`config.mk`:
```
export PLATFORM = sky130hd
export DESIGN_NAME = program_loader
export DESIGN_NICKNAME = d
export VERILOG_FILES = /design/src/rtl/program_loader.sv
export SDC_FILE = /design/constraint.sdc
export NUM_CORES = 1
export LEC_CHECK = 0
export ABC_CLOCK_PERIOD_IN_PS = 5500
export CAP_MARGIN = 20
export CORE_MARGIN = 1.5
export CORE_UTILIZATION = 61
export DETAILED_ROUTE_END_ITERATION = 8
export PLACE_DENSITY = 0.85
export SLEW_MARGIN = 20
export SYNTH_ARGS = -nofsm -noshare
export SYNTH_HDL_FRONTEND = slang
export SYNTH_SLANG_ARGS = --single-unit
```
`constraint.sdc`:
```
create_clock -name clk -period 5.5 [get_ports clk]
set_clock_uncertainty 0.1 [all_clocks]
set_input_delay 0.825 -clock clk [delete_from_list [all_inputs] [get_ports clk]]
set_output_delay 0.825 -clock clk [all_outputs]
set_load 0.01 [all_outputs]
```
`src/rtl/program_loader.sv`:
```
// Instruction memory loader: receives a framed byte stream (24-bit word count, big-endian
// payload words, XOR checksum), writes the words to imem and releases the core on success.
module program_loader #(
  parameter int ADDR_WIDTH = 18,
  parameter int BASE_ADDR  = 0,
  parameter int MAX_WORDS  = 4096
) (
  input  logic                  clk,
  input  logic                  rst_n,
  input  logic [7:0]            byte_in,
  input  logic                  byte_valid,
  output logic                  byte_ready,
  output logic [ADDR_WIDTH-1:0] imem_address,
  output logic [31:0]           imem_data,
  output logic                  imem_wren,
  output logic                  core_rst_n,
  output logic                  done,
  output logic                  error
);

  // Handshake: a byte transfers on a rising edge where byte_valid && byte_ready.
  // byte_ready is a registered function of the state only; the sender holds
  // byte_in/byte_valid until the transfer happens.
  typedef enum logic [2:0] {HDR0, HDR1, HDR2, DATA, WRITE, CHECK, DONE, ERROR} state_t;

  localparam logic [ADDR_WIDTH-1:0] BASE  = ADDR_WIDTH'(BASE_ADDR);
  localparam logic [ADDR_WIDTH:0]   MAX_N = (ADDR_WIDTH + 1)'(MAX_WORDS);

  state_t                state;
  logic [ADDR_WIDTH-1:0] n_words;
  logic [ADDR_WIDTH-1:0] index;
  logic [1:0]            byte_idx;
  logic [7:0]            csum;
  logic [23:0]           word;

  logic                  accept;
  logic [ADDR_WIDTH-1:0] n_next;
  logic [ADDR_WIDTH-1:0] index_next;

  assign accept     = byte_valid && byte_ready;
  // Header bytes shift in from the bottom; only the low ADDR_WIDTH bits survive.
  assign n_next     = {n_words[ADDR_WIDTH-9:0], byte_in};
  assign index_next = index + 1'b1;

  always_ff @(posedge clk) begin
    if (!rst_n) begin
      state        <= HDR0;
      n_words      <= '0;
      index        <= '0;
      byte_idx     <= '0;
      csum         <= '0;
      word         <= '0;
      byte_ready   <= 1'b0;
      imem_address <= '0;
      imem_data    <= '0;
      imem_wren    <= 1'b0;
      core_rst_n   <= 1'b0;
      done         <= 1'b0;
      error        <= 1'b0;
    end else begin
      imem_wren <= 1'b0;
      case (state)
        HDR0: begin
          byte_ready <= 1'b1;
          if (accept) begin
            n_words <= n_next;
            state   <= HDR1;
          end
        end
        HDR1: begin
          byte_ready <= 1'b1;
          if (accept) begin
            n_words <= n_next;
            state   <= HDR2;
          end
        end
        HDR2: begin
          byte_ready <= 1'b1;
          if (accept) begin
            n_words <= n_next;
            if ({1'b0, n_next} > MAX_N) begin
              state      <= ERROR;
              byte_ready <= 1'b0;
              error      <= 1'b1;
            end else if (n_next == '0) begin
              state <= CHECK;
            end else begin
              state <= DATA;
            end
          end
        end
        DATA: begin
          byte_ready <= 1'b1;
          if (accept) begin
            csum     <= csum ^ byte_in;
            word     <= {word[15:0], byte_in};
            byte_idx <= byte_idx + 2'd1;
            if (byte_idx == 2'd3) begin
              // Outputs are registered here so the strobe appears exactly in WRITE.
              state        <= WRITE;
              byte_ready   <= 1'b0;
              imem_wren    <= 1'b1;
              imem_address <= BASE + index;
              imem_data    <= {word, byte_in};
            end
          end
        end
        WRITE: begin
          index      <= index_next;
          byte_ready <= 1'b1;
          state      <= (index_next == n_words) ? CHECK : DATA;
        end
        CHECK: begin
          byte_ready <= 1'b1;
          if (accept) begin
            byte_ready <= 1'b0;
            if (byte_in == csum) begin
              state      <= DONE;
              done       <= 1'b1;
              core_rst_n <= 1'b1;
            end else begin
              state <= ERROR;
              error <= 1'b1;
            end
          end
        end
        DONE: begin
          byte_ready <= 1'b0;
          done       <= 1'b1;
          core_rst_n <= 1'b1;
        end
        ERROR: begin
          byte_ready <= 1'b0;
          error      <= 1'b1;
          core_rst_n <= 1'b0;
        end
        default: begin
          state      <= ERROR;
          byte_ready <= 1'b0;
        end
      endcase
    end
  end

endmodule

```
Word level (Yosys, flattened, before mapping). Index checks and enable logic that the tools add are counted.

Equality and inequality tests: 19. Bitwise logic cells: 1. Add/subtract/negate cells: 2. Multiplexer cells: 27. $lt $le $gt $ge: 1. Reductions and logical operators: 18.

Operators with widths (count): $mux 3 (9); $add 18x1->18 const B (1); $eq 18x18->1 (1); $gt 18x13->1 const B (1); $logic_not 18->1 (1); $ne 2x2->1 const B (9); $pmux 3 s6 (1); $mux 1 (13); $eq 3x3->1 const B (4); $reduce_and 3->1 (4); $eq 8x8->1 (1); $xor 8x8->8 (1); $reduce_and 7->1 (1); $eq 3x2->1 const B (2); $pmux 1 s3 (2); $reduce_bool 3->1 (2); $reduce_bool 6->1 (1); $reduce_or 3->1 (2); $pmux 1 s5 (1); $reduce_and 5->1 (1); $reduce_and 2->1 (2); $eq 3x1->1 const B (1); $logic_not 3->1 (1); $add 2x1->2 const B (1); other kinds (5) (5).

Flip-flop bits (word level): 128. Output and inout bits: 55.

Depth between registers and ports, before layout. Gate-level depths: netlist of the first run.

Depth in word-level cells: 5. Mapped depth: 9. Depth with buffers taken out: 7.

Worst setup path after synthesis of the first run. OpenSTA, ideal clock, no wires.

Path kind: input port to flip-flop. From: input byte_valid. To: register imem_address[6]. Slack: 3.257 ns. Library setup time: 0.076 ns. Data arrival time: 2.067 ns. Stages on the path: 9. Cells stage by stage: and2_1 > buf_2 > nand2_1 > nor2_2 > and2_1 > clkbuf_1 > buf_2 > nand2_1 > a21boi_0.

Word-level cells in the longest chain between the ends: 2.

Ends and longest elaborated chain: start, declared (line 11) `input logic byte_valid,`; $logic_and 1x1->1 (line 40) `assign accept = byte_valid && byte_ready;`; $reduce_and 3->1 (no source line); end signal, assigned (line 103) `imem_address <= BASE + index;`; end, declared (line 13) `output logic [ADDR_WIDTH-1:0] imem_address,`.

No other way between the ends. A chain may end at the register's enable or synchronous reset.

Final worst setup path of the first run.
From: input byte_valid. To: register imem_address[9].

Same word-level chain as after synthesis.

==> results of run 1 <==
## routing by layer
metal  global-route usage  share of wire  vias to the layer above
met4                0.119          0.021                        0
met2                0.433           0.46                      178
li1                     -              -                     2433
met5                    0              0                        -
met3               0.0594          0.053                       29
met1                0.387           0.46                     2317
## cell usage in the layout (no fill, tap or decap), drive strengths merged, types with 12 or more instances in the layout
| cell | Yosys | final |
|---|---|---|
| nand2 | 201 | 201 |
| dfxtp | 128 | 128 |
| a21boi | 94 | 94 |
| clkdlybuf4s50 | 0 | 64 |
| xnor2 | 36 | 36 |
| and2 | 30 | 30 |
| xor2 | 21 | 21 |
| nand3 | 19 | 19 |
| clkbuf | 30 | 17 |
| nor2 | 14 | 14 |
| a21oi | 13 | 13 |
| nand4 | 12 | 12 |
| inv | 4 | 12 |
## cell families after synthesis
| family | Yosys count | share of synthesized area |
|---|---|---|
| and+or+nand+nor | 314 | 0.252 |
| DFF | 128 | 0.432 |
| buffers and inverters | 57 | 0.0454 |
| AOI/OAI and AO/OA | 143 | 0.174 |
| muxes | 1 | 0.00169 |
| adders and majority gates | 5 | 0.0106 |
| xor gates and xnor gates | 57 | 0.0842 |
## worst max-delay path, delay by kind of cell
kind / cells / cell delay (ns)
compound gates: 1 / 0.18
simple gates: 5 / 1.30
buf+inv: 3 / 1.21
## registers in the layout, indices dropped and copies added (netlist names)
signal / flops
imem_data: 32
byte_idx: 2
index: 18
done: 1
imem_wren: 1
error: 1
core_rst_n: 1
csum: 8
state: 3
word: 24
byte_ready: 1
imem_address: 18
n_words: 18
## power by group
part,internal (mW),switching (mW),total [mW]
Clock,0.584,0.488,1.07
Sequential,0.931,0.00931,0.941
Combinational,0.0305,0.0374,0.0679
Total,1.55,0.535,2.08
## through the flow
step	hold slack [ns]	util	cell area (um^2)	worst slack, ns	instances
CTS	0.367	0.762	7110	2.34	885
floorplan	0.341	-	5930	3.26	705
finish	0.362	0.762	7110	2.29	885
global route	0.386	0.762	7110	2.01	885
global placement	0.350	0.700	6530	1.96	853
detailed placement	0.358	0.700	6530	1.79	853
## worst min-delay path by stage
stage | cells after the start | end | slack, ns
6_report | 2 | imem_address[3]$_SDFFE_PN0P_ | 0.36
5_1_grt | 2 | imem_data[11]$_SDFFE_PN0P_ | 0.39
4_1_cts | 2 | imem_data[11]$_SDFFE_PN0P_ | 0.37
3_5_place_dp | 2 | core_rst_n$_SDFFE_PN0P_ | 0.36
3_3_place_gp | 2 | imem_address[16]$_SDFFE_PN0P_ | 0.35
2_1_floorplan | 2 | imem_data[24]$_SDFFE_PN0P_ | 0.34
## final cells by class
class	instances	area [um^2]
fill	644	2220
timing repair buffer	71	691
clock inverter	15	163
tap	129	161
clock buffer	17	414
multi-input combinational	520	3100
inverter	5	18.8
sequential	128	2560
==> out/results.ini, run 1 <==
[status]
status = completed

[floorplan]
die_h_um = 102
initial_core_util = 0.636
die_w_um = 102
ios = 66
dieArea_um2 = 10300
rows = 35
core_um2 = 9330

[clock_tree]
cts_resized = 0
clock-sinks = 128
cts_buffers = 17
cts_tree = yes
htreeDepth = 4
cts_root_buffer = clkbuf_8
clk_pin_slew_ns = 0.07
clock_latency_ns = 0.52
holdBufCountCts = 0
cts_setup_buffers = 0
clk_path_buf_depth = 2

[drt]
drc_errors = 0
first_pass_iters = 5
drt-total-wl_um = 13800
wire_per_inst_um = 15.6
antenna_left = 0
via_per_inst = 5.60
via_count = 4957
drt-initial-drc-count = 369

[synthesis]
synth.avg_cell_area_um2 = 8.41
ys_top_cells_by_count = nand2_1, dfxtp_1, a21boi_0
synth_top_cell_area_share = 0.432
ys_types = 60
seq_area_frac_synth = 0.432
synth_area_leaders = dfxtp_1, nand2_1, a21boi_0
async_flop_share = 0
ys_seq_elements = 128
synth_warnings = 0
synth_cells = 705
synth.most_common_cell = nand2_1
syn_nets = 721
synth_edf_count = 0
yosys.area.top_type = dfxtp_1
ys.flop_type = dfxtp_1
syn_area_um2 = 5930

[power_and_ir_drop]
powerDensity_nw_per_um2 = 293
ir_drop_mv = 0.221
p_leak_nw = 2.52
total_power_mw = 2.08

[setup_path]
r2r_start = state[1]$_SDFFE_PN0P_
endpoint = imem_address[9]$_SDFFE_PN0P_
crit_chain = clkdlybuf4s50_1 > and2_1 > nand2_1 > nor2_2 > buf_4 > and2_1 > buf_4 > nand2_1 > a21boi_0
rr_worst_depth = 7
criticalPathCategory = primary input to flop
slowest_delay_ns = 0.65
required_ns = 5.84
critical_path.endpoint_type = flop
crit_arrival_ns = 3.56
crit_start = byte_valid
r2r-end = imem_address[9]$_SDFFE_PN0P_
cpMaxStageDelayCell = and2_1
reg2reg_slack_ns = 2.58
path_max_fanout = 29
start_kind = primary input

[sta]
worst_pin_slew_ns = 0.767
fmax_mhz = 311
slew_headroom = 0.489
setup_tns_ns = 0
setup_viol_count_final = 0
drv_slew = 0
hold_violations = 0
fin_crit_ns = 3.21
period_share = 0.585
rsz0062_at_grt = no

[grt]
grt_pass1_wl_um = 22700
first_global_vias = 4676
antenna_found_initial = 0
grt_overflow = 0
grt_use_total = 0.283
grt_max_degree = 82

[place]
gp_congestion = 0.890
hpwlAfterDp_um = 8910
port_buffers = 65

[finish]
syn_to_final_growth_pct = 19.9
drive_above_1_share = 0.0701
diodes = 0
final_nets = 759

[worst_hold_path]
min_from = imem_address[3]$_SDFFE_PN0P_
hp-class = flop to flop

[run]
maxCapViolCount = 0

No activity file was read; power rests on OpenSTA's default activity.
==> run 2, diff against run 1 <==
--- a/config.mk
+++ b/config.mk
@@ -5,12 +5,12 @@
 export SDC_FILE = /design/constraint.sdc
 export NUM_CORES = 1
 export LEC_CHECK = 0
-export ABC_CLOCK_PERIOD_IN_PS = 5500
+export ABC_CLOCK_PERIOD_IN_PS = 2700
 export CAP_MARGIN = 20
 export CORE_MARGIN = 1.5
-export CORE_UTILIZATION = 61
+export CORE_UTILIZATION = 51
 export DETAILED_ROUTE_END_ITERATION = 8
-export PLACE_DENSITY = 0.85
+export PLACE_DENSITY = 0.76
 export SLEW_MARGIN = 20
 export SYNTH_ARGS = -nofsm -noshare
 export SYNTH_HDL_FRONTEND = slang
==> constraint.sdc (replaced) <==
create_clock -name clk -period 2.7 [get_ports clk]
set_clock_uncertainty 0.1 [all_clocks]
set_input_delay 0.405 -clock clk [delete_from_list [all_inputs] [get_ports clk]]
set_output_delay 0.405 -clock clk [all_outputs]
set_load 0.01 [all_outputs]
==> run 2 against run 1 <==
  * Core utilization down 12 points
  * Final area up 2.5%
  * Power up 110%
  * Register-to-register slack worse by 2.3 ns
  * Final cell count up 3.2%
  * Via count down 0.56%
  * First-iteration DRC count down 38%
  * Hold slack worse by 0.021 ns
  * Largest cell class unchanged
  * Highest routed layer unchanged
==> out/results.ini, run 2 (synthesized netlist as in run 1, its figures left out) <==
[place]
hpwlAfterDp_um = 9700
dpl_worst_slack_ns = 0.241
gp_congestion = 0.877
dp_cells = 882
port_buffers = 65

[finish]
drive_above_1_share = 0.0844
top_regs = imem_data x32, word x24
final_util = 0.641
fillers = 980
syn_to_final_growth_pct = 22.9
largest_register_ffs = 32
final_nets = 774
diodes = 0
stdcell_count = 913
final_cell_mix = nand2_1, dfxtp_1, a21boi_0
regMostFlops = imem_data
mostFrequentLayoutCell = nand2_1

[status]
status = completed

[drt]
drt-total-wl_um = 13900
drc_errors = 0
via_per_inst = 5.40
antenna_left = 0
wire_per_inst_um = 15.2
first_pass_iters = 4
via_count = 4929
drt-initial-drc-count = 229

[clock_tree]
cts_tree = yes
clk_path_buf_depth = 2
cts_root_buffer = clkbuf_16
htreeDepth = 4
clock-sinks = 128
cts_buffers = 17
holdBufCountCts = 0
clock_latency_ns = 0.42
clk_pin_slew_ns = 0.05
cts_setup_buffers = 0
cts_resized = 0

[run]
maxCapViolCount = 0

[sta]
slew_headroom = 0.614
setup_viol_count_final = 0
rsz0062_at_grt = no
fin_ws_ns = 0.294
fin_crit_ns = 2.41
worst_pin_slew_ns = 0.579
hold_violations = 0
drv_slew = 0
setup_tns_ns = 0
fmax_mhz = 416
period_share = 0.891

[worst_hold_path]
min_from = core_rst_n$_SDFFE_PN0P_
hold_end = core_rst_n$_SDFFE_PN0P_
hold_path_depth = 2
hp-class = flop to flop

[floorplan]
die_h_um = 111
ios = 66
dieArea_um2 = 12300
rows = 39
initial_core_util = 0.521
core_um2 = 11400
die_w_um = 111

[setup_path]
reg2reg_slack_ns = 0.29
rr_worst_depth = 6
critical_path.endpoint_type = flop
required_ns = 2.89
r2r-end = state[1]$_SDFFE_PN0P_
crit_arrival_ns = 2.60
criticalPathCategory = flop to flop
r2r_start = index[4]$_SDFFE_PN0P_
start_kind = flop
path_max_fanout = 8

[grt]
grt_max_degree = 78
grt_overflow = 0
antenna_found_initial = 0
grt_pass1_wl_um = 22900
first_global_vias = 4742
grt_use_total = 0.232

[power_and_ir_drop]
powerDensity_nw_per_um2 = 606
ir_drop_mv = 0.415
p_leak_nw = 2.61

run 2: worst max path at each step:
stage	slack [ns]	to	startpoint
global route	0.15	state[1]$_SDFFE_PN0P_	index[3]$_SDFFE_PN0P_
global placement	0.31	state[1]$_SDFFE_PN0P_	byte_in[0]
finish	0.29	state[1]$_SDFFE_PN0P_	index[4]$_SDFFE_PN0P_
floorplan	0.58	state[1]$_SDFFE_PN0P_	state[2]$_SDFFE_PN0P_
CTS	0.32	state[2]$_SDFFE_PN0P_	index[4]$_SDFFE_PN0P_
detailed placement	0.24	state[1]$_SDFFE_PN0P_	byte_in[4]
run 2: metrics by stage:
stage | power (mW) | hold WS, ns | cell area (um^2)
2_1_floorplan | 2.05 | 0.341 | 5930
6_report | 4.42 | 0.341 | 7290
3_3_place_gp | 2.10 | 0.341 | 6670
3_5_place_dp | 2.10 | 0.338 | 6670
4_1_cts | 4.45 | 0.345 | 7290
5_1_grt | 4.56 | 0.365 | 7290
run 2: report_power, final:
group          switching [mW]  leakage, nW  internal (mW)
combinational          0.0766         1.29         0.0670
clock                   0.817        0.294           1.54
sequential             0.0185         1.03           1.90
run 2: area by class of cell:
class | instances | area, um^2 | share of cell area
Clock inverter | 9 | 131 | 0.0180
Sequential cell | 128 | 2560 | 0.352
Multi-Input combinational cell | 520 | 3100 | 0.425
Inverter | 5 | 18.8 | 0.00258
Clock buffer | 22 | 484 | 0.0664
Tap cell | 143 | 179 | 0.0245
Timing Repair Buffer | 86 | 816 | 0.112
run 2: worst max-delay path, stage by stage, from the launching register on:
cell and delay, ns:
dfxtp_1 0.55, and4_1 0.44, a31oi_1 0.16, nor4b_2 0.26, nand4b_1 0.17, nor4_2 0.46
a31oi_1 0.15
run 2: per-layer routing:
metal	GRT usage	up-vias	part of all wire
met5	0	-	0
met3	0.0503	24	0.042
met2	0.401	97	0.50
met4	0.103	0	0.021
met1	0.276	2347	0.43
li1	-	2461	-
==> variant 1 (flow settings as in run 2) <==
Encoding of `state_t`: now one-hot (8 bits for 8 states).
--- a/src/rtl/program_loader.sv
+++ b/src/rtl/program_loader.sv
@@ -21,7 +21,7 @@
   // Handshake: a byte transfers on a rising edge where byte_valid && byte_ready.
   // byte_ready is a registered function of the state only; the sender holds
   // byte_in/byte_valid until the transfer happens.
-  typedef enum logic [2:0] {HDR0, HDR1, HDR2, DATA, WRITE, CHECK, DONE, ERROR} state_t;
+  typedef enum logic [7:0] {HDR0 = 8'b00000001, HDR1 = 8'b00000010, HDR2 = 8'b00000100, DATA = 8'b00001000, WRITE = 8'b00010000, CHECK = 8'b00100000, DONE = 8'b01000000, ERROR = 8'b10000000} state_t;
 
   localparam logic [ADDR_WIDTH-1:0] BASE  = ADDR_WIDTH'(BASE_ADDR);
   localparam logic [ADDR_WIDTH:0]   MAX_N = (ADDR_WIDTH + 1)'(MAX_WORDS);
Function: no difference found for any inputs over 10 cycles, from zero or initial values and one cycle with rst_n low; not proved beyond that.
==> variant 1 against run 2 <==
  * The run now ends with design-rule violations left
  * Cell area rose by 3.0%
  * Synthesized cell count fell by 1.7%
  * Sequential cell count rose by 5
  * Area after synthesis rose by 3.0%
  * Cell count fell by 0.33%
  * Critical path depth rose by 1
  * Critical endpoint is now state[3]
  * Routed wire length rose by 2.8%
  * Worst setup slack got worse by 0.11 ns
  * Count of clock-buffer cells in the layout rose by 1
  * Largest cell class unchanged
Power is not compared: it rests on default switching activity, and its combinational part moved more than twofold at a synthesized area within 25%.
==> variant 1: results (changes against run 2) <==
R2R setup slack = 0.18 ns (was 0.29 ns)
Hold path start = imem_data[24] (was core_rst_n)
GP Congestion = 0.871 (was 0.877)
Compound-gate portion of the synthesized area = 0.142 (was 0.174)
CP max stage delay = 0.54 ns
DRC = 5 (was 0)
WHS = 0.364 ns (was 0.341 ns)
Wire length on met3 = 707 um (was 586 um)
Clk slew on worst S/H paths = 0.05 ns (about the same)
Largest net degree at the start of global routing = 95 (was 78)
Max-cap violations = 0 (unchanged)
Worst-path maximum fanout = 7 (was 8)
First-pass GRT wire length = 23900 um (was 22900 um)
DR vias = 4949 (was 4929)
Violated checks = design-rule violations
Vias in the first global route = 4868 (was 4742)
Worst Reg-to-Reg Cells = 7 (was 6)
Mapped Avg Cell Area = 8.81 sq um (was 8.41 sq um)
Total routed wirelength = 14200 um (was 13900 um)
Worst EP arrival = 2.73 ns (was 2.60 ns)
Ant diodes = 0 (unchanged)
Drt via density = 5.44 (was 5.40)
Share of cells above drive strength 1 = 0.0991 (was 0.0844)
HPWL Detailed = 9670 um (was 9700 um)
Initial DRC Count = 315 (was 229)
Slew headroom = 0.553 (was 0.614)
Grt met2 use = 0.385 (was 0.401)
Adder-cell share of the synthesized area = 0.00410 (was 0.0106)
WL met1 = 6610 um (was 5980 um)
Critical Path Sink = state[3] (was state[1])
Final #Nets = 767 (was 774)
Post-Syn Nets = 706 (was 721)
GRT Total Usage = 0.238 (was 0.232)
CP max stage cell = or4_4 (was dfxtp_1)
Met3 GRT Util = 0.0643 (was 0.0503)
H-Tree Depth = 4 (unchanged)
Sequential element share of the synthesized area = 0.436 (was 0.432)
R2R Path Start = index[8] (was index[4])
Synth area leaders = dfxtp_1 (44%), nand2_1 (11%), a21boi_0 (9.8%), xnor2_1 (6.6%), mux2i_1 (3.1%) (was dfxtp_1 (43%), nand2_1 (13%), a21boi_0 (12%), xnor2_1 (5.3%), and2_1 (3.2%))
Multiplexer share of the synthesized area = 0.0330 (was 0.00169)
Post-Synth XOR/XNOR Area = 0.0832 (was 0.0842)
Netlist cell types = 63 (was 60)
Final min period = 2.52 ns (was 2.41 ns)
Met2 routed WL = 6760 um (was 7000 um)
Layout fillers = 988 (was 980)
Top post-synthesis cells by count = nand2_1 (171), dfxtp_1 (133), a21boi_0 (80) (was nand2_1 (201), dfxtp_1 (128), a21boi_0 (93))
Post-synth ARST share = 0 (unchanged)
Worst VDD drop = 0.557 mV
Initial antenna violation count = 0 (unchanged)
Dpl cells = 878 (was 882)
Worst hold endpoint = imem_data[24] (was core_rst_n)
Biggest regs = imem_data: 32 flops, word: 24 flops (unchanged)
Run status = finished, violations left (was completed)
Pre-CTS WS = 0.147 ns (was 0.241 ns)
DRT Pass-1 Iters = 7 (was 4)
Met1 Use GR = 0.312 (was 0.276)
Post-CTS setup buffers = 0 (unchanged)
## variant 1: stage by stage
step / utilization / power (mW) / instance area [sq um]
final: 0.649 / 5.00 / 7510
after global routing: 0.649 / 5.18 / 7510
after CTS: 0.647 / 5.01 / 7490
after detailed placement: 0.594 / 2.63 / 6870
after global placement: 0.594 / 2.62 / 6870
after floorplan: - / 2.48 / 6100
## variant 1: area by class of cell
| class | instances | area [sq um] | share of cell area |
|---|---|---|---|
| tap | 143 | 179 | 0.0238 |
| timing repair buffer | 88 | 843 | 0.112 |
| clock buffer | 23 | 498 | 0.0663 |
| clock inverter | 9 | 123 | 0.0163 |
| multi-input combinational | 508 | 3180 | 0.424 |
| inverter | 6 | 22.5 | 0.00300 |
| sequential | 133 | 2660 | 0.355 |
## variant 1: tightest hold or removal path, delay by kind of cell (launching register included)
family	cells	cell delay [ns]
simple gates	1	0.05
compound gates	1	0.06
flops	1	0.31
## variant 1: repair_timing
action,4_1_cts,5_1_grt
gates resized for setup,0,3
endpoints found under the setup margin,0,5
hold buffers,0,0
==> variant 2 (config.mk and constraints of run 2) <==
Without the edit above. Set the parameter `ADDR_WIDTH` to 36 (it was 18).
--- a/src/rtl/program_loader.sv
+++ b/src/rtl/program_loader.sv
@@ -1,7 +1,7 @@
 // Instruction memory loader: receives a framed byte stream (24-bit word count, big-endian
 // payload words, XOR checksum), writes the words to imem and releases the core on success.
 module program_loader #(
-  parameter int ADDR_WIDTH = 18,
+  parameter int ADDR_WIDTH = 36,
   parameter int BASE_ADDR  = 0,
   parameter int MAX_WORDS  = 4096
 ) (
Interface: changed (resized imem_address); port bits go from 66 to 84. No check against the original RTL was run, so the function may have changed too.
==> variant 2 against run 2 <==
  * The run now ends with negative setup slack left
  * Critical path type unchanged
  * Cell area is 61% higher
  * Worst setup slack got worse by 0.44 ns
  * Synthesized cell count up 54%
  * Sequential share of layout area decreased by 3.7 points
  * Highest routed layer unchanged
  * Area after synthesis grew 49%
  * Routed wire length rose by 74%
  * Clock power is 9.3% higher
  * Sequential cell count rose by 54
  * Count of clock-buffer cells in the layout fell by 5
  * Power increased by 24%
  * Sequential power is 41% higher
==> variant 2: results (changes against run 2) <==
Layout fillers = 1334 (was 980)
DRT Pass-1 Iters = 5 (was 4)
Final TNS setup = -0.172 ns (was 0 ns)
YS warnings = 0 (unchanged)
Vias in the first global route = 7659 (was 4742)
Setup violations, final = 2 (was 0)
WHS = 0.257 ns (was 0.341 ns)
Top post-synthesis cells by count = nand2_1 (302), dfxtp_1 (182), a21boi_0 (138) (was nand2_1 (201), dfxtp_1 (128), a21boi_0 (93))
Biggest regs = imem_address: 36 flops, index: 36 flops, n_words: 36 flops (was imem_data: 32 flops, word: 24 flops)
Hold Path Class = in -> reg (was reg -> reg)
Post-synth ARST share = 0 (unchanged)
Total routed wirelength = 24100 um (was 13900 um)
H-Tree Depth = 4 (unchanged)
Clk slew on worst S/H paths = 0.07 ns (was 0.05 ns)
CTS Buffer Depth = 2 (unchanged)
Initial DRC Count = 734 (was 229)
Violated checks = negative setup slack
Clk root buf = clkbuf_16 (unchanged)
HPWL Detailed = 17200 um (was 9700 um)
Skew-Pair Late Insertion Delay = 0.44 ns (was 0.42 ns)
First-pass GRT wire length = 39300 um (was 22900 um)
Leakage Power = 4.43 nW (was 2.61 nW)
Ant diodes = 0 (unchanged)
Synth area leaders = dfxtp_1 (41%), nand2_1 (13%), a21boi_0 (12%), xnor2_1 (6.8%), and2_1 (2.8%) (was dfxtp_1 (43%), nand2_1 (13%), a21boi_0 (12%), xnor2_1 (5.3%), and2_1 (3.2%))
Port Buf Inserts = 83 (was 65)
Drt via density = 5.42 (was 5.40)
Netlist cell types = 60 (unchanged)
Ys flop type = dfxtp_1 (unchanged)
Number of CTS-inserted buffers = 17 (unchanged)
Pre-CTS WS = -0.313 ns (was 0.241 ns)
Worst VDD drop = 0.450 mV (was 0.415 mV)
Fin. max-slew vios = 0 (unchanged)
Post-Syn Nets = 1100 (was 721)
Final #Nets = 1289 (was 774)
Largest net degree at the start of global routing = 81 (was 78)
Fin worst setup slack = -0.147 ns (was 0.294 ns)
Share of cells above drive strength 1 = 0.204 (was 0.0844)
Initial antenna violation count = 0 (unchanged)
GP Congestion = 0.946 (was 0.877)
Slew headroom = 0.532 (was 0.614)
Worst-path maximum fanout = 6 (was 8)
Mapped Avg Cell Area = 8.16 sq um (was 8.41 sq um)
GRT Total Usage = 0.274 (was 0.232)
Sequential element share of the synthesized area = 0.412 (was 0.432)
Run status = finished, violations left (was completed)
## variant 2: where the power goes
group	switching, mW	internal, mW
combinational	0.109	0.0985
sequential	0.0164	2.68
clock	1.24	1.34
total	1.36	4.13
## variant 2: worst paths after layout
| check | to | depth (start not counted) | start |
|---|---|---|---|
| worst max-delay path | state[1] | 9 | index[11] |
| worst min-delay path | core_rst_n | 2 | rst_n |
| worst max register to register | state[1] | 9 | index[11] |
| worst min register to register | imem_address[23] | 2 | imem_address[23] |
## variant 2: cells by family (layout without fill, tap and decap cells)
family / Yosys count / count (layout) / synth area share
mux: 2 / 2 / 0.00226
simple gates: 510 / 510 / 0.272
xor+xnor: 89 / 89 / 0.0882
buf+inv: 90 / 292 / 0.0494
compound gates: 206 / 206 / 0.169
flops: 182 / 182 / 0.412
fa+ha+maj: 5 / 5 / 0.00708
## variant 2: metrics by stage
stage	util	cells	total power, mW	instance area, sq um
2_1_floorplan	-	1084	2.89	8970
3_3_place_gp	0.641	1449	2.97	10800
3_5_place_dp	0.641	1449	2.97	10800
4_1_cts	0.697	1503	5.53	11700
5_1_grt	0.701	1506	5.65	11700
6_report	0.701	1506	5.49	11700
## variant 2: timing repair
action	in CTS	in global routing
setup buffers	22	3
pin swaps	15	10
resized for setup	42	11
setup endpoints to repair	2	2
## variant 2: layer usage
metal | global-route usage | wire, um | vias up
met2 | 0.416 | 10600 | 243
li1 | - | - | 4027
met3 | 0.0593 | 1500 | 37
met5 | 0 | 0 | -
met1 | 0.386 | 11500 | 3849
met4 | 0.0980 | 483 | 0
## variant 2: area by class of cell
cell class                      instances  share of cell area
Multi-Input combinational cell        812               0.423
Timing Repair Buffer                  250               0.183
Inverter                               10             0.00320
Clock buffer                           17              0.0362
Clock inverter                         15              0.0170
Sequential cell                       182               0.314
Tap cell                              220              0.0234
## variant 2: critical path, cell delays in order (launching register included)
cell and delay (ns):
dfxtp_2 0.37, buf_6 0.14, nand4_4 0.13, nor3_4 0.22, xnor2_1 0.10, o311ai_1 0.26, nand4_1 0.17, or4_4 0.50
or4_4 0.52, a31o_1 0.23
